[src/rtl/casez_match_sequencer.sv]
`default_nettype none
// ============================================================================
// Module      : casez_match_sequencer
// Description : Sequential wildcard-match scheduler. It holds a small table of
//               (value, don't-care mask, enable) labels and scans them one
//               entry per cycle, lowest index first, against an accepted key.
//               The first matching entry wins. The result is returned over a
//               valid/ready handshake. On a miss, res_idx keeps its previous
//               value.
// Revision    : 1.0 - initial release
// ----------------------------------------------------------------------------
// Ports
//   clk           rising-edge clock
//   reset         asynchronous, active-high; clears FSM and table
//   i_cfg_we      table write strobe
//   i_cfg_idx     entry to write
//   i_cfg_value   label value
//   i_cfg_mask    label don't-care bits (1 = ignore)
//   i_cfg_en      entry enable written with the entry
//   i_key_valid   key offered
//   o_key_ready   key accepted when valid && ready (IDLE only)
//   i_key         key value
//   i_key_dc      key don't-care bits (1 = ignore)
//   o_res_valid   result available
//   i_res_ready   result consumed when valid && ready
//   o_res_hit     1 = an entry matched
//   o_res_idx     index of the matching entry; held on a miss
//   o_busy        high while a key is being scanned or its result is pending
// ============================================================================
module casez_match_sequencer #(
  parameter int WIDTH   = 5,
  parameter int ENTRIES = 4,
  parameter int IDXW    = 2
) (
  input  logic             clk,
  input  logic             reset,
  input  logic             i_cfg_we,
  input  logic [IDXW-1:0]  i_cfg_idx,
  input  logic [WIDTH-1:0] i_cfg_value,
  input  logic [WIDTH-1:0] i_cfg_mask,
  input  logic             i_cfg_en,
  input  logic             i_key_valid,
  output logic             o_key_ready,
  input  logic [WIDTH-1:0] i_key,
  input  logic [WIDTH-1:0] i_key_dc,
  output logic             o_res_valid,
  input  logic             i_res_ready,
  output logic             o_res_hit,
  output logic [IDXW-1:0]  o_res_idx,
  output logic             o_busy
);

  localparam logic [IDXW-1:0] C_LAST_IDX = IDXW'(ENTRIES - 1);

  typedef enum logic [1:0] {
    ST_IDLE = 2'd0,
    ST_SCAN = 2'd1,
    ST_RESP = 2'd2
  } state_t;

  state_t           r_state;
  logic [IDXW-1:0]  r_scan_idx;
  logic [WIDTH-1:0] r_key;
  logic [WIDTH-1:0] r_key_dc;

  logic [WIDTH-1:0] r_value [ENTRIES];
  logic [WIDTH-1:0] r_mask  [ENTRIES];
  logic [ENTRIES-1:0] r_en;

  logic [WIDTH-1:0] w_care;
  logic             w_match;

  // --------------------------------------------------------------------------
  // Label table. Writes land on the clock edge, so the entry compared in the
  // same cycle as a write still uses its old contents, while entries scanned
  // later observe the new ones.
  // --------------------------------------------------------------------------
  always_ff @(posedge clk or posedge reset) begin
    if (reset) begin
      for (int i = 0; i < ENTRIES; i++) begin
        r_value[i] <= '0;
        r_mask[i]  <= '0;
      end
      r_en <= '0;
    end else if (i_cfg_we) begin
      r_value[i_cfg_idx] <= i_cfg_value;
      r_mask[i_cfg_idx]  <= i_cfg_mask;
      r_en[i_cfg_idx]    <= i_cfg_en;
    end
  end

  // A bit participates in the compare only if neither the label nor the key
  // marks it as don't-care.
  assign w_care  = ~(r_mask[r_scan_idx] | r_key_dc);
  assign w_match = r_en[r_scan_idx] &
                   (((r_key ^ r_value[r_scan_idx]) & w_care) == '0);

  // --------------------------------------------------------------------------
  // Control FSM with registered outputs.
  // The decision edge loads res_hit/res_idx and enters RESP; res_valid rises
  // one edge later, so the presented result comes straight from stable
  // registers. A hit on entry i is therefore visible after edge i+2.
  // --------------------------------------------------------------------------
  always_ff @(posedge clk or posedge reset) begin
    if (reset) begin
      r_state     <= ST_IDLE;
      r_scan_idx  <= '0;
      r_key       <= '0;
      r_key_dc    <= '0;
      o_key_ready <= 1'b1;
      o_res_valid <= 1'b0;
      o_res_hit   <= 1'b0;
      o_res_idx   <= '0;
      o_busy      <= 1'b0;
    end else begin
      case (r_state)
        ST_IDLE: begin
          // key_ready is high throughout IDLE, so valid alone is an accept.
          if (i_key_valid) begin
            r_key       <= i_key;
            r_key_dc    <= i_key_dc;
            r_scan_idx  <= '0;
            o_key_ready <= 1'b0;
            o_busy      <= 1'b1;
            r_state     <= ST_SCAN;
          end
        end

        ST_SCAN: begin
          if (w_match) begin
            o_res_hit <= 1'b1;
            o_res_idx <= r_scan_idx;
            r_state   <= ST_RESP;
          end else if (r_scan_idx == C_LAST_IDX) begin
            // Miss: index deliberately left untouched.
            o_res_hit <= 1'b0;
            r_state   <= ST_RESP;
          end else begin
            r_scan_idx <= r_scan_idx + IDXW'(1);
          end
        end

        ST_RESP: begin
          if (!o_res_valid) begin
            o_res_valid <= 1'b1;
          end else if (i_res_ready) begin
            o_res_valid <= 1'b0;
            o_key_ready <= 1'b1;
            o_busy      <= 1'b0;
            r_state     <= ST_IDLE;
          end
        end

        default: begin
          r_state <= ST_IDLE;
        end
      endcase
    end
  end

endmodule
`default_nettype wire

[config.mk]
export PLATFORM = sky130hd
export DESIGN_NAME = casez_match_sequencer
export DESIGN_NICKNAME = d
export VERILOG_FILES = /design/src/rtl/casez_match_sequencer.sv
export SDC_FILE = /design/constraint.sdc
export NUM_CORES = 1
export LEC_CHECK = 0
export BUFFER_PORTS_ARGS = -buffer_cell sky130_fd_sc_hd__buf_2
export CORE_MARGIN = 4
export CORE_UTILIZATION = 57
export DETAILED_ROUTE_END_ITERATION = 12
export PLACE_DENSITY = 0.85
export REMOVE_ABC_BUFFERS = 1
export SKIP_LAST_GASP = 1
export SYNTH_ARGS = -nofsm -noshare
export SYNTH_HDL_FRONTEND = slang
export SYNTH_SLANG_ARGS = --single-unit
[constraint.sdc]
create_clock -name clk -period 2.6 [get_ports clk]
set_input_delay 0 -clock clk [delete_from_list [all_inputs] [get_ports clk]]
set_output_delay 0 -clock clk [all_outputs]
set_load 0.02 [all_outputs]
# --- Word level (Yosys, flattened, before mapping) ---
# Cells that the tools add are included.
classes:
  n_reduce_logical: 13
  order_cmp: 6
  n_mux: 37
  bitwise_logic: 7
  eq_ne: 9
  add_sub_neg: 1
op_table:
  columns: ["op", "count"]
  rows:
  - ["$bwmux W20", 2]
  - ["$mux W5", 5]
  - ["$bmux W5 S2", 2]
  - ["$mux W2", 8]
  - ["$mux W1", 12]
  - ["$reduce_and A4 Y1", 3]
  - ["$demux W5 S2", 1]
  - ["$ne A2 B2 Y1 const B", 5]
  - ["$ge A3 B3 Y1 const B", 2]
  - ["$lt A2 B3 Y1 const B", 2]
  - ["$not A2 Y3", 2]
  - ["$pmux W2 S3", 1]
  - ["$reduce_and A2 Y1", 3]
  - ["$reduce_bool A2 Y1", 3]
  - ["$and A5 B5 Y5", 1]
  - ["$logic_not A5 Y1", 1]
  - ["$not A5 Y5", 1]
  - ["$or A5 B5 Y5", 1]
  - ["$xor A5 B5 Y5", 1]
  - ["$bwmux W4", 1]
  - ["$eq A2 B2 Y1 const B", 2]
  - ["$pmux W1 S2", 2]
  - ["$pmux W2 S2", 1]
  - ["$lt A3 B1 Y1 const B", 1]
  - ["9 further kinds", 10]
word_totals:
  wordCells: 91
  regBits: 64
  input_bits: 28
  out_inout_bits: 6

# --- Depth between registers and ports, before layout ---
# Gate-level depths: netlist (run 1).
depth:
  depth_word: 11
  depth_mapped: 8
  ltp_nobuf: 6

# --- Worst setup path before layout (run 1) ---
# No wires, ideal clock.
synth_timing:
  path_type: "register to register"
  from: "register r_scan_idx[1]"
  to: "register o_res_idx[0]"
  required_ns: 2.472
  setup_time_ns: 0.128
  path_slack_ns: 0.289
  n_path_buf: 0
  path_stages_with_launch: 7
  arrival_ns: 2.184
  period_less_slack_ns: 2.311
  cell_sequence: "dfrtp_1 mux4_2 xnor2_1 nor3_1 or4b_4 nor3_4 mux2_1"
synth_between:
  elab_chain_len: 10
  word_cells_on_any_way: 16
  cone_classes: "mux: 8; bitwise: 6; reduce/logical: 2"
synth_rtl:
  columns: ["item", "line_no", "text"]
  rows:
  - ["from (decl)", "62", "logic [IDXW-1:0] r_scan_idx;"]
  - ["from (signal assigned)", "139", "r_scan_idx <= r_scan_idx + IDXW'(1);"]
  - ["$not A2 Y3 (implied by the code)", "94, 96", null]
  - ["$bmux W5 S2", "94", "assign w_care = ~(r_mask[r_scan_idx] | r_key_dc);"]
  - ["$mux W5 (implied by the code) (2 in a row)", "94", null]
  - ["$or A5 B5 Y5", "94", null]
  - ["$not A5 Y5", "94", null]
  - ["$and A5 B5 Y5", "96", "(((r_key ^ r_value[r_scan_idx]) & w_care) == '0);"]
  - ["$logic_not A5 Y1", "96", null]
  - ["$and A1 B1 Y1 (*)", "95", "assign w_match = r_en[r_scan_idx] &"]
  - ["$reduce_and A2 Y1 (no source line) (*)", null, null]
  - ["to (signal assigned)", "132", "o_res_idx <= r_scan_idx;"]
  - ["to (decl)", "49", "output logic [IDXW-1:0] o_res_idx,"]
# Mark *: on every way between the ends. The rest lies on a longest branch, timed or not. The select of a mux whose other input is x is not followed.
# A chain may end at the register's enable or synchronous reset.

# --- Final worst setup path (run 1) ---
layout_timing:
  from: "register r_scan_idx[1]"
  to: "register o_res_idx[1]"
layout_between:
  elab_chain_len: 10
  word_cells_on_any_way: 16
  cone_classes: "mux: 8; bitwise: 6; reduce/logical: 2"
layout_rtl:
  columns: ["item", "line_no"]
  rows:
  - ["$not A2 Y3 (implied by the code)", "94, 96"]
  - ["$bmux W5 S2", "94"]
  - ["$mux W5 (implied by the code) (2 in a row)", "94"]
  - ["$or A5 B5 Y5", "94"]
  - ["$not A5 Y5", "94"]
  - ["$and A5 B5 Y5", "96"]
  - ["$logic_not A5 Y1", "96"]
  - ["$and A1 B1 Y1", "95"]
  - ["$reduce_and A2 Y1 (no source line)", null]
# Several ways; a longest one is shown, not always the timed one. The select of a mux whose other input is x is not followed.

==> reports/results.tsv, run 1 <==
stage	metric	value	unit
global_route	first-pass GRT wire length	9890	um
worst_setup_path	Slowest cell on crit path	or4b_4	
synth	Syn Area/Cell	13.6	sq um
finish	Area growth syn-to-layout	24.9	%
die	Die Ht	79.5	um
global_route	grt ovf	0	
timing	final hold viol count	0	
worst_setup_path	CP Launch Point	r_scan_idx[1]	
pwr	pwr/cell area	1010	nW/um^2
pwr	leakage	1.57	nW
timing	Slew Limit Headroom	52.4	%
placed_design	Port-buffer cells	33	
worst_hold_path	hold crit path type	input port to asynchronous set/reset pin	
synth	top_reg_cell synth	dfrtp_1	
detailed_routing	ANT nets after route	0	
worst_setup_path	CP endpoint kind	flip-flop	
placed_design	dpl cell area	3160	sq um
finish	post-route cell area	3640	sq um
synth	Post-synth EDFFs	0	
pwr	Net Switching	1.17	mW
clock_network	# clock sinks	64	
die	Rows	25	
timing	worst setup margin	0.220	ns
clock_network	CTS H-tree lvls	3	
die	Initial Utilization	60.1	%
worst_setup_path	worst path cell trace	buf_4 -> mux2i_1 -> xor2_1 -> o22ai_1 -> or4b_4 -> nor3_4 -> mux2_1	
synth	area leader, netlist	dfrtp_1	
timing	TNS Setup	0	ns
synth	Post-Synthesis Cells	214	
clock_network	Clk Latency, worst-skew pair	0.34	ns
worst_setup_path	startpoint types	flip-flop	
worst_setup_path	critical path's largest stage delay	0.57	ns
pwr	share of total power in the clock network	26.1	%
synth	Seq cells post-synth	64	
timing	Worst Max-Slew Pin Slew	0.712	ns
detailed_routing	Vias/cell	5.59	
status	status	complete, no violations	
timing	Max Clock Skew	0.00724	ns
clock_network	Clock Path Buffers	2	
timing	Final Max Slew Viols	0	
pwr	logic gate share of total power	33.0	%
worst_setup_path	Buf/Inv on CP	1	
die	DIE AREA	6320	sq um
pwr	Sw Share	31.6	%
worst_setup_path	WP data required	2.83	ns
worst_setup_path	Worst R2R Start	r_scan_idx[1]	
die	die width	79.5	um
pwr	Max VDD drop	0.496	mV
timing	final setup vio count	0	
synth	sequential share of the synthesized area	55.0	%
global_route	vias in the first global route	2078	
placed_design	RePlAce Congestion	0.806	
detailed_routing	Routed WL per cell	17.1	um
clock_network	CTS tree	built	
detailed_routing	DRT Pass-1 Iters	4	
pwr	Pint	2.52	mW
worst_setup_path	Largest delay share family, worst path	simple AND/OR/NAND/NOR gates	
die	floorplan core area	4850	sq um
flow_run	max_cap viols	0	
finish	ANT cells	0	
placed_design	Detailed Place HPWL	3990	um
timing	RSZ-0062 raised after global routing	no	
worst_setup_path	Crit path arrival time	2.61	ns
synth	Syn Std Cell Area	2910	sq um
detailed_routing	drt first-iter violations	109	
timing	Hold WS	0.181	ns
die	IO Count	34	
global_route	initial antenna violation count	0	
worst_setup_path	worst setup path class	flip-flop to flip-flop	
clock_network	TritonCTS buffer count	9	
synth	Synth top area share	54.1	%
detailed_routing	Vias	1950	
timing	Achievable Freq	420	MHz
synth	Async SR Flop Fraction	100	%
synth	synth unique cells	39	
global_route	pin count of the biggest net entering global routing	48	
pwr	sequential share of power	40.8	%
finish	Layout Nets	306	
synth	main area contributors after synthesis	dfrtp_1 54%, mux2_2 21%, xnor2_1 3.3%	
finish	fillcell total	307	
clock_network	clock transition at the registers of the reported paths	0.07	ns
worst_setup_path	crit-path max FO	18	
timing	Period minus WS final	2.38	ns
finish	share of cells above drive strength 1	42.2	%
global_route	Total Routing Usage GR	21.0	%
timing	fin crit share	91.6	%
placed_design	pre-CTS setup slack	0.225	ns
detailed_routing	drc violations	0	
detailed_routing	drt total wl	5950	um
synth	yosys warns	0	
pwr	Final Total Pwr	3.69	mW
clock_network	root buffer cell	clkbuf_8	
[cell usage after synthesis, types with 2 or more instances]
cell,instances
a211oi_1,2
a21oi_1,3
clkbuf_1,9
dfrtp_1,63
inv_1,4
mux2_1,2
mux2_2,54
mux2i_1,6
mux4_2,3
nand2_1,6
nand2b_1,2
nand3_1,3
nand3b_1,4
nor2_1,4
nor2b_1,4
nor3_1,2
nor3b_1,2
o21ai_0,7
o32ai_1,3
xnor2_1,11
xor2_1,2
[path summary, 6_finish.rpt]
check	endpoint	slack [ns]	cells past startpoint
max reg2reg	o_res_idx[1]	0.22	7
min reg2reg	o_res_idx[0]	0.49	1
max in group asynchronous	r_mask[17]	1.52	4
min	r_mask[11]	0.18	3
min in group clk	r_value[16]	0.28	4
max	o_res_idx[1]	0.22	7
[layout make-up]
cell class | count | area (sq um) | share of cell area, %
clock buffer | 15 | 206 | 5.68
clock inverter | 1 | 30.0 | 0.826
inverter | 4 | 15.0 | 0.413
multi-input combinational | 135 | 1250 | 34.3
sequential | 64 | 1600 | 44.1
tap | 67 | 83.8 | 2.31
timing repair buffer | 63 | 450 | 12.4
[power by group through the flow]
stage,logic [mW],clock network (mW),registers [mW]
2_1_floorplan,0.819,0,1.53
3_5_place_dp,1.18,0,1.52
5_1_grt,1.33,1.03,1.54
6_report,1.22,0.964,1.51
4_1_cts,1.23,0.981,1.50
3_3_place_gp,1.14,0,1.51
[what timing repair did]
action	in CTS	in global routing
setup buffers	0	0
endpoints found under the setup margin	0	0
resized for setup	0	0
hold endpoints to repair	75	0
hold buffers	24	0
[metrics by stage]
stage	instances	util, %
floorplan	203	-
global placement	309	65.2
detailed placement	309	65.2
CTS	349	75.0
global route	349	75.0
finish	349	75.0
[layer usage]
metal | vias up | GRT usage [%] | part of all wire, %
met3 | 18 | 5.87 | 5.3
met4 | 0 | 9.97 | 2.6
met1 | 978 | 27.1 | 45
met5 | - | 0 | 0
li1 | 898 | - | -
met2 | 56 | 32.8 | 47
[cell families after synthesis]
family,share of synthesized area (%)
AOI/OAI and AO/OA,5.97
xor gates and xnor gates,3.91
adders and majority gates,0.430
buffers and inverters,2.11
DFF,55.0
muxes,26.0
and+or+nand+nor,6.49
[sequential cells by signal (all words and copies together), names as in the netlist]
name         count
o_busy           1
o_key_ready      1
o_res_hit        1
o_res_idx        2
o_res_valid      1
r_en             4
r_key            5
r_key_dc         5
r_mask          20
r_scan_idx       2
r_state          2
r_value         20
[cells in the final DEF (no fill, tap or decap), types with 2 or more instances in the layout]
cell	n
dfrtp_1	63
mux2_2	54
buf_2	33
dlygate4sd3_1	24
clkbuf_8	15
xnor2_1	11
o21ai_0	7
nand2_1	6
mux2i_1	6
buf_4	6
nand3b_1	4
nor2b_1	4
nor2_1	4
inv_1	3
o32ai_1	3
mux4_2	3
nand3_1	3
a21oi_1	3
nor3_1	2
nor3b_1	2
a211oi_1	2
nand2b_1	2
xor2_1	2
mux2_1	2
[worst min-delay path: stages]
cell and delay, ns:
dlygate4sd3_1 0.53, buf_2 0.12, inv_2 0.28
Power figures use the tool's default switching activity.
==> run 2, diff against run 1 <==
- ABC_AREA: default -> 1
- CORE_UTILIZATION: 57 -> 58
- PLACE_DENSITY: 0.85 -> default
- PLACE_DENSITY_LB_ADDON: default -> 0.3
==> run 2 against run 1 <==
Against the previous run: die area up 0.35%; final cell count up 35%; area after synthesis up 2.1%; combinational power down 9%; count of clock-buffer cells in the layout down 3; core utilization down 2.0 points; clock skew down 0.00072 ns; via count up 26%; critical path depth up 5; synthesized cell count up 61%; critical path type unchanged; critical endpoint is now r_state[1]; highest routed layer unchanged.
==> reports/results.tsv, run 2 <==
stage	metric	value	unit	change
pwr	Sw Share	36.6	%	+5.0 points
finish	fillcell total	366		+19%
clock_network	root buffer cell	clkbuf_8		
die	die width	79.6	um	+0.18%
finish	ANT cells	0		unchanged
pwr	share of total power in the clock network	22.2	%	-3.9 points
finish	storage element area	1600	sq um	unchanged
timing	Period minus WS final	1.99	ns	-0.390 ns
detailed_routing	drt first-iter violations	215		+97%
clock_network	Resized cells post-CTS	0		unchanged
pwr	Net Switching	1.20	mW	+2.7%
pwr	logic gate share of total power	34.0	%	+1.0 points
pwr	Pint	2.07	mW	-18%
synth	Async SR Flop Fraction	100	%	unchanged
worst_setup_path	worst setup path class	flip-flop to flip-flop		
global_route	grt ovf	0		unchanged
detailed_routing	Vias	2453		+26%
worst_setup_path	Worst R2R Start	r_scan_idx[0]		
finish	Area growth syn-to-layout	19.0	%	
detailed_routing	Vias/cell	5.20		-7.0%
clock_network	clock transition at the registers of the reported paths	0.07	ns	about the same
synth	top-count cell post-synth	nand2_1		
finish	most frequent cells in the layout	112 x nand2_1, 63 x dfrtp_1, 53 x o21ai_0, 33 x buf_2, 28 x inv_1		
synth	synth unique cells	28		-28%
global_route	initial antenna violation count	0		unchanged
global_route	pin count of the biggest net entering global routing	65		+35%
finish	Regs by FF count	r_mask: 20 flops, r_value: 20 flops		
worst_setup_path	CP endpoint kind	flip-flop		
synth	sequential share of the synthesized area	53.9	%	-1.2 points
placed_design	RePlAce Congestion	0.802		-0.55%
synth	yosys warns	0		unchanged
timing	Max Clock Skew	0.00651	ns	-0.000721 ns
placed_design	Detailed Place HPWL	4050	um	+1.5%
worst_setup_path	critical path's largest stage delay	0.67	ns	+0.10 ns
pwr	Max VDD drop	0.594	mV	+20%
timing	Worst Max-Slew Pin Slew	0.821	ns	+0.108 ns
synth	Post-synth top cells	112 x nand2_1, 63 x dfrtp_1, 53 x o21ai_0, 29 x inv_1, 15 x nor2_1		
timing	TNS Setup	0	ns	unchanged
finish	commonest non-fill, non-tap cell in the layout	nand2_1		
synth	Syn Std Cell Area	2970	sq um	+2.1%
timing	final hold viol count	0		unchanged
worst_setup_path	Slowest cell on crit path	dfrtp_1		
synth	Post-Synthesis Cells	345		+61%
worst_setup_path	Buf/Inv on CP	1		unchanged
synth	main area contributors after synthesis	dfrtp_1 53%, nand2_1 14%, o21ai_0 8.9%		
worst_setup_path	Crit path arrival time	2.27	ns	-0.34 ns
finish	Layout Nets	429		+40%
die	IO Count	34		unchanged
global_route	Total Routing Usage GR	23.1	%	+2.1 points
die	Die Ht	79.6	um	+0.18%
detailed_routing	DRT Pass-1 Iters	4		unchanged
die	Rows	25		unchanged
timing	Slew Limit Headroom	45.1	%	-7.2 points
status	status	complete, no violations		
die	DIE AREA	6340	sq um	+0.35%
clock_network	Clk Latency, worst-skew pair	0.34	ns	about the same
clock_network	Clock Path Buffers	2		unchanged
timing	Achievable Freq	502	MHz	+20%
flow_run	max_cap viols	0		unchanged
worst_setup_path	CP Launch Point	r_scan_idx[0]		
clock_network	CTS H-tree lvls	3		unchanged
placed_design	Port-buffer cells	33		unchanged
synth	Synth top area share	53.0	%	-1.1 points
pwr	leakage	1.76	nW	+12%
worst_setup_path	Largest delay share family, worst path	simple AND/OR/NAND/NOR gates		
clock_network	CTS tree	built		
placed_design	dpl cell area	3150	sq um	-0.16%
detailed_routing	Routed WL per cell	13.3	um	-22%
worst_setup_path	crit-path max FO	19		+1
placed_design	pre-CTS setup slack	0.658	ns	+0.433 ns
synth	Seq cells post-synth	64		unchanged
global_route	vias in the first global route	2510		+21%
finish	share of cells above drive strength 1	17.8	%	-24 points
clock_network	Post-CTS Setup Inserts	0		unchanged
synth	top_reg_cell synth	dfrtp_1		
synth	Post-synth EDFFs	0		unchanged
timing	final setup vio count	0		unchanged
pwr	sequential share of power	43.9	%	+3.1 points
timing	fin crit share	76.5	%	-15 points
worst_setup_path	cell mode on critical path	nand2_1		
finish	post-route cell area	3540	sq um	-2.6%
clock_network	CTS Hold Bufs	22		-8.3%
timing	Final Max Slew Viols	0		unchanged
die	Initial Utilization	61.3	%	+1.3 points
pwr	pwr/cell area	924	nW/um^2	-8.9%
detailed_routing	ANT nets after route	0		unchanged
worst_setup_path	startpoint types	flip-flop		
global_route	first-pass GRT wire length	11400	um	+15%
detailed_routing	drt total wl	6290	um	+5.7%
worst_hold_path	Hold Path Origin	i_res_ready		
timing	RSZ-0062 raised after global routing	no		
die	floorplan core area	4850	sq um	unchanged
synth	area leader, netlist	dfrtp_1		
synth	Syn Area/Cell	8.62	sq um	-37%
timing	worst setup margin	0.610	ns	+0.390 ns
worst_setup_path	WP data required	2.87	ns	+0.04 ns
worst_hold_path	hold crit path type	input port to flip-flop		
detailed_routing	drc violations	0		unchanged
worst_setup_path	worst path cell trace	inv_2 -> nand2_1 -> nand3_1 -> nand3b_1 -> nand2_1 -> nand2_1 -> nand2_2 -> nor2_4 -> nand2_1 -> nand2_1 -> nand2_1 -> nand2_1		
clock_network	# clock sinks	64		unchanged
finish	area of the multi-input gates	1150	sq um	-8.0%
clock_network	TritonCTS buffer count	9		unchanged
## run 2: changes by cell type in the layout (fill, tap and decap cells not counted), sizes merged, moves of 4 or more
cell	delta
a21oi	+4
mux2i	-6
nor2b	-4
inv	+26
nand2	+111
nor2	+12
mux2	-47
clkinv	+4
xnor2	-11
nand3	+14
o21ai	+48
## run 2: power groups by stage
stage               logic [mW]  registers (mW)  clock network [mW]
floorplan                0.750            1.47                   0
global placement          1.04            1.44                   0
detailed placement        1.08            1.45                   0
CTS                       1.12            1.43               0.737
global route              1.28            1.47               0.789
finish                    1.11            1.44               0.725
## run 2: final cells by class
class | count | area share, %
timing repair buffer | 59 | 12.1
clock inverter | 4 | 0.566
tap | 67 | 2.37
multi-input combinational | 236 | 32.4
inverter | 30 | 3.18
clock buffer | 12 | 4.10
sequential | 64 | 45.3
## run 2: final timing paths
path | slack [ns] | endpoint | depth (start not counted)
setup / recovery | 0.61 | r_state[1] | 12
hold / removal | 0.04 | r_state[1] | 4
setup reg to reg | 0.61 | r_state[1] | 12
hold reg to reg | 0.49 | r_value[6] | 2
max in group asynchronous | 2.03 | o_key_ready | 4
min in group asynchronous | 0.27 | r_key[0] | 4
## run 2: layer usage
layer	part of all wire, %	up-vias	routed length, um	GRT usage [%]
met1	43	1164	2680	29.4
met2	51	62	3230	38.4
li1	-	1220	-	-
met5	0	-	0	0
met3	5.0	7	313	6.32
met4	1.0	0	65	7.04
## run 2: kinds of logic (layout without fill, tap and decap cells)
group | after synthesis | in the layout | share of synthesized area (%)
DFF | 64 | 64 | 53.9
adders and majority gates | 1 | 1 | 0.421
and+or+nand+nor | 156 | 156 | 22.5
AOI/OAI and AO/OA | 70 | 70 | 12.2
muxes | 9 | 9 | 3.41
buffers and inverters | 45 | 105 | 7.53
## run 2: tightest hold or removal path, cell delays in order
cell,delay [ns]
buf_2,0.09
inv_1,0.06
o21ai_0,0.11
nand2_1,0.08
## run 2: stage by stage
| stage | hold slack (ns) | power, mW | instances | util (%) |
|---|---|---|---|---|
| global placement | 0.0872 | 2.48 | 434 | 65.1 |
| CTS | 0.0258 | 3.29 | 472 | 73.0 |
| finish | 0.0355 | 3.27 | 472 | 73.0 |
| floorplan | 0.151 | 2.22 | 330 | - |
| global route | 0.0675 | 3.54 | 472 | 73.0 |
| detailed placement | 0.0906 | 2.53 | 434 | 65.1 |
